==> src/rtl/regfile_wb_queue.sv <==
// Writeback queue feeding the register file write port from the LSU and ALU, with pending-write lookup.
// Define WB_BYPASS_EN to build the fwd1/fwd2 data select; without it fwd1/fwd2 are tied to 0.
module regfile_wb_queue #(
    parameter int DEPTH = 4,
    parameter int AW    = 5,
    parameter int DW    = 32
) (
    input  logic                   clk,
    input  logic                   rst,
    input  logic                   lsu_valid,
    output logic                   lsu_ready,
    input  logic [AW-1:0]          lsu_addr,
    input  logic [DW-1:0]          lsu_data,
    input  logic                   alu_valid,
    output logic                   alu_ready,
    input  logic [AW-1:0]          alu_addr,
    input  logic [DW-1:0]          alu_data,
    output logic                   WE3,
    output logic [AW-1:0]          A3,
    output logic [DW-1:0]          WD3,
    input  logic [AW-1:0]          A1,
    input  logic [AW-1:0]          A2,
    output logic                   hit1,
    output logic                   hit2,
    output logic [DW-1:0]          fwd1,
    output logic [DW-1:0]          fwd2,
    output logic [$clog2(DEPTH):0] count
);
    localparam int PW = $clog2(DEPTH);
    localparam int CW = PW + 1;
    localparam logic [CW-1:0] FULL   = CW'(DEPTH);
    localparam logic [CW-1:0] ALMOST = CW'(DEPTH - 1);

    logic [AW-1:0] q_addr [DEPTH];
    logic [DW-1:0] q_data [DEPTH];
    logic [PW-1:0] rd_ptr;
    logic [PW-1:0] wr_ptr;
    logic [PW-1:0] alu_slot;
    logic          lsu_fire;
    logic          alu_fire;
    logic          pop;

    // Handshake: a producer transfers on a rising edge when valid && ready; it holds
    // addr/data while valid is high and ready is low. Readies use only the registered
    // count, so a same-cycle pop never raises them.
    assign lsu_ready = rst & (count < FULL);
    assign alu_ready = rst & ((count < ALMOST) | ((count < FULL) & ~lsu_valid));

    assign lsu_fire = lsu_valid & lsu_ready;
    assign alu_fire = alu_valid & alu_ready;
    assign pop      = (count != '0);
    assign alu_slot = wr_ptr + PW'(lsu_fire);

    always_ff @(posedge clk or negedge rst) begin
        if (!rst) begin
            rd_ptr <= '0;
            wr_ptr <= '0;
            count  <= '0;
        end else begin
            rd_ptr <= rd_ptr + PW'(pop);
            wr_ptr <= wr_ptr + PW'(lsu_fire) + PW'(alu_fire);
            count  <= count + CW'(lsu_fire) + CW'(alu_fire) - CW'(pop);
        end
    end

    // Entry storage is deliberately not reset; occupancy is defined by rd_ptr/count only.
    always_ff @(posedge clk) begin
        if (lsu_fire) begin
            q_addr[wr_ptr] <= lsu_addr;
            q_data[wr_ptr] <= lsu_data;
        end
        if (alu_fire) begin
            q_addr[alu_slot] <= alu_addr;
            q_data[alu_slot] <= alu_data;
        end
    end

    assign WE3 = pop;
    assign A3  = pop ? q_addr[rd_ptr] : '0;
    assign WD3 = pop ? q_data[rd_ptr] : '0;

`ifdef WB_BYPASS_EN
    logic [PW-1:0] sel1;
    logic [PW-1:0] sel2;
`endif
    logic [PW-1:0] idx;

    // Scan oldest to youngest so the last match found is the youngest pending write.
    always_comb begin
        hit1 = 1'b0;
        hit2 = 1'b0;
        idx  = '0;
`ifdef WB_BYPASS_EN
        sel1 = '0;
        sel2 = '0;
`endif
        for (int k = 0; k < DEPTH; k++) begin
            idx = rd_ptr + PW'(k);
            if (CW'(k) < count) begin
                if (q_addr[idx] == A1) begin
                    hit1 = 1'b1;
`ifdef WB_BYPASS_EN
                    sel1 = idx;
`endif
                end
                if (q_addr[idx] == A2) begin
                    hit2 = 1'b1;
`ifdef WB_BYPASS_EN
                    sel2 = idx;
`endif
                end
            end
        end
    end

`ifdef WB_BYPASS_EN
    assign fwd1 = hit1 ? q_data[sel1] : '0;
    assign fwd2 = hit2 ? q_data[sel2] : '0;
`else
    assign fwd1 = '0;
    assign fwd2 = '0;
`endif

endmodule

==> config.mk <==
export PLATFORM = sky130hd
export DESIGN_NAME = regfile_wb_queue
export DESIGN_NICKNAME = d
export VERILOG_FILES = /design/src/rtl/regfile_wb_queue.sv
export SDC_FILE = /design/constraint.sdc
export NUM_CORES = 1
export LEC_CHECK = 0
export CAP_MARGIN = 20
export CORE_UTILIZATION = 57
export CTS_CLUSTER_DIAMETER = 120
export CTS_CLUSTER_SIZE = 28
export DETAILED_ROUTE_END_ITERATION = 10
export DONT_BUFFER_PORTS = 1
export PLACE_DENSITY = 0.71
export SYNTH_ARGS = -nofsm -noshare
export SYNTH_HDL_FRONTEND = slang
export SYNTH_SLANG_ARGS = --single-unit
==> constraint.sdc <==
create_clock -name clk -period 3.54 [get_ports clk]
set_input_delay 1.062 -clock clk [delete_from_list [all_inputs] [get_ports clk]]
set_output_delay 1.062 -clock clk [all_outputs]
set_load 0.01 [all_outputs]
---- Yosys cells after proc, flatten, opt, wreduce, memory -nomap -nowiden ----
Memories as Yosys holds them, arrays and structs flattened.
Cells that the tools add are included.
storage, ports and cells
  register bits ........................... 7
  memory bits (writable) .................. 148
  input port bits ......................... 88
  output and inout bits ................... 109
  memories kept ........................... 2
memories
  memory  depth  width  read ports  clocked after memory_dff  write ports  RTL line  text
  q_data  4      32     1           0                         2            35        logic [DW-1:0] q_data [DEPTH];
  q_addr  4      5      4           0                         2            34        logic [AW-1:0] q_addr [DEPTH];
operators by class
  $add $sub $neg .......................... 9
  magnitude comparators ................... 6
  equal/unequal tests ..................... 8
  muxes and demuxes ....................... 22
  bitwise logic cells ..................... 7
  reduce and logical (&&, ||, !) cells .... 1
operators with widths
  cell                 number
  $eq 5x5->1           8
  $mux 32              1
  $mux 1               20
  $add 2x1->2          3
  $add 3x1->3          2
  $lt 1x3->1 const A   2
  $lt 2x3->1 const A   2
  $and 1x1->1          5
  $mux 5               1
  $add 2x2->2 const B  2
  $lt 3x2->1 const B   1
  $lt 3x3->1 const B   1
  $reduce_bool 3->1    1
  $sub 3x1->3          1
  $add 2x1->2 const B  1
  $not 1->1            1
  $or 1x1->1           1

---- Depth between registers and ports, before layout ----
An unclocked memory read counts as a cell.
  depth after elaboration ................. 10
  gate-level depth with buffers ........... 9
  mapped depth without buffers ............ 7

---- Least setup slack after synthesis ----
No wires, ideal clock.
  path type ............................... in2reg
  from .................................... in rst
  to ...................................... mem q_addr[2][0] (enable)
  library setup time ...................... 439 ps
  data arrival time ....................... 3,306 ps
  setup slack ............................. -205 ps
  stages .................................. 5
  buffers on the path ..................... 0
  cell sequence ........................... nor2b_2 -> nand2_1 -> inv_1 -> nand2_1 -> o21bai_1
RTL lines
  what                RTL line  text
  start: declaration  9         input logic rst,
  end: declaration    34

---- Worst setup path in the final report ----
  from .................................... reg rd_ptr[0]
  to ...................................... out hit1
between the ends
  longest elaborated chain between the ends .. 10
RTL lines
  what                      RTL line  text
  start: declaration        36        logic [PW-1:0] rd_ptr;
  start signal: assignment  60        rd_ptr <= rd_ptr + PW'(pop);
  $mem_v2 4x5 (*)           -
  $eq 5x5->1                100       if (q_addr[idx] == A1) begin
  $mux 1                    100
  $mux 1                    99        if (CW'(k) < count) begin
  $mux 1                    100
  $mux 1                    99
  $mux 1                    100
  $mux 1                    99
  $mux 1                    100
  $mux 1 (*)                99
  end: declaration          23        output logic hit1,
Every way passes the cells marked *; elsewhere a longest branch is shown, timed or not.

==> metrics.txt <==
outcome finished clean; CP Data Arrival Time between 2 and 2.5 ns; Die Wd 130 um; largest net degree at the start of global routing 39; Core Rows 46; post-synthesis sequential area ratio 49.4%; I/O pin cnt 197; Met3 Routed Length around 1400 um; Sink Count 155; Routed Antenna Nets 0; CP required 2.48 ns; Initial Util 58.6%; Area contributors post-synth edfxtp_1 (48%), mux2_2 (18%), mux4_2 (10%), buf_4 (5.9%), xor2_1 (3.0%); Hold Crit Class input pin to async pin; vias in the first global route 5,185; YS warnings 0; CP peak stage delay 0.54 ns; max_slew headroom 61.9%; leakage between 3 and 4 nW; clk buf depth 2; GP Congestion 0.815; Antenna Diode Count 0; Seq cells post-synth 155; highest routed layer met4; clock transition at the registers of the reported paths around 0.060 ns; # fillers 1,179; Placed Cells around 800; Final Setup Violations 0; critical path type flop to primary output; skew final 0.0108 ns; Cell Count, Final, Fillers Out 857; total grt overflow 0; Sequential Power Share 34.3%; PD cells 735 nW/um^2; TritonRoute pass-1 iters 4; metal2 WL around 9800 um; final worst slack 0.0802 ns; Avg WL per Cell 22.4 um; post-synth top area cell edfxtp_1; asr flop ratio synth 4.52%; Die Y-Extent between 100 and 150 um; pre-CTS WS 0.280 ns; Gate power share 40.5%; initial antenna violation count 0; layout cells sized above 1 41.5%; met1 wire length 7860 um; TNS Setup 0 ns; Hold WS around 0.33 ns; number of synthesized flops with an enable pin 148; drt initial violations between 300 and 400; Setup crit start kind flop; H-tree depth 4; ordered list of cells on the worst path buf_4, buf_6, mux4_2, xor2_1, nor4_1, nand3_1, nand4_1; distinct cell type count after synthesis 37; Final Instance Area 10,200 sq um; Peak VDD IR 0.000477 V; synthesis-to-finish area growth 8.68%; clock root buffer clkbuf_16; hpwl dp 12,100 um; Slowest cell on crit path dfrtp_4; CTS tree yes; R2R Setup Slk between 0.8 and 0.9 ns; Final Max Slew Viols 0; worst skew pair latency between 0.4 and 0.5 ns; Vias/cell 5.90; Avg Cell Area, Syn 15.1 sq um; most frequent cells in the layout mux2_2 (148), edfxtp_1 (148), conb_1 (64); CP Capture Type primary output; PortBufs 0; Final Cycle Share 97.7%; DP Area 9440 sq um; Total Routed Length slightly below 20,000 um; Sw Share 33.3%; routed vias slightly above 5,000; all-layer global routing usage 23.4%; crit path max fanout 14; Layout Nets 724; worst slew pin tran 0.571 ns; ys flop type edfxtp_1; Clock power frac 25.2%; full die area 16,900 sq um; cts hold-fix bufs 0; fmax just under 300 MHz; post-synthesis instance total around 620; Remaining DRCs 0; Core Footprint 15,900 sq um; first-pass GRT wire length 28,400 um; Yosys top cell area share 47.6%; min cycle time layout roughly 3.5 ns; Net Sw Power 2.49 mW; post-synthesis cell area between 9000 and 10,000 sq um; cts bufs inserted 17; final hold vios 0; max_cap viols 0; Int Pwr around 5.0 mW
[synthesized netlist by cell type (all sizes together), types with 3 or more instances]
| cell type | count |
|---|---|
| mux2 | 148 |
| mux2i | 11 |
| buf | 95 |
| inv | 9 |
| a21oi | 3 |
| clkbuf | 9 |
| dfrtp | 7 |
| nor2 | 3 |
| xnor2 | 16 |
| edfxtp | 148 |
| nor2b | 38 |
| mux4 | 50 |
| ha | 6 |
| nand3 | 10 |
| nand2 | 8 |
| nor4 | 5 |
| xor2 | 32 |
| nor3 | 7 |
[per-stage QoR]
| stage | power, mW | utilization (%) |
|---|---|---|
| after floorplan | 4.94 | - |
| after global placement | 5.47 | 59.2 |
| after detailed placement | 5.52 | 59.2 |
| after CTS | 7.42 | 63.1 |
| after global routing | 7.81 | 63.7 |
| final | 7.47 | 63.7 |
[registers in the layout (all words and copies together) (netlist names)]
register  count
count         3
q_addr       20
wr_ptr        2
q_data      128
rd_ptr        2
[power groups by stage]
stage	registers, mW	clock network [mW]	logic [mW]
after global routing	2.59	1.96	3.25
after floorplan	2.50	0	2.44
after global placement	2.63	0	2.83
after detailed placement	2.66	0	2.87
after CTS	2.59	1.90	2.93
final	2.56	1.88	3.02
[critical path, delay by kind of cell (launching register included)]
family	cells	cell delay [ns]
and+or+nand+nor	3	0.61
DFF	1	0.54
muxes	1	0.34
buffers and inverters	2	0.31
xor gates and xnor gates	1	0.17
[metal layers]
| layer | track usage (%) | up-vias |
|---|---|---|
| li1 | - | 2246 |
| met1 | 29.0 | 2620 |
| met2 | 39.9 | 180 |
| met3 | 7.22 | 14 |
| met4 | 6.29 | 0 |
| met5 | 0 | - |
[final cells by class]
type	count	area (sq um)	area share [%]
flip-flops and latches	155	4630	45.6
inverters	9	33.8	0.333
repair buffers	31	353	3.47
multi-input cells	414	4260	42.0
well taps	216	270	2.66
clock inverters	13	175	1.72
clock buffers	19	433	4.26
[cells by family after synthesis]
kind of cell | after synthesis | synth area share [%]
fa+ha+maj | 8 | 1.23
buf+inv | 113 | 8.01
xor+xnor | 48 | 4.50
simple gates | 79 | 5.01
other cells | 1 | 0.0401
flops | 155 | 49.4
mux | 209 | 31.3
compound gates | 6 | 0.429
[path summary, 6_finish.rpt]
kind | startpoint | end | depth (start not counted)
worst max register to register | count[2] | q_data[2][1] | 7
max in group asynchronous | rst | rd_ptr[0] | 0
worst min register to register | count[1] | count[1] | 2
worst max-delay path | rd_ptr[0] | hit1 | 7
min in group clk | count[1] | count[1] | 2
worst min-delay path | rst | wr_ptr[0] | 0
[repair_timing]
action | 4_1_cts | 5_1_grt
buffers inserted | 1 | 9
endpoints found under the setup margin | 26 | 4
resized for setup | 1 | 2
hold endpoints to repair | 0 | 0
Power figures use the tool's default switching activity.
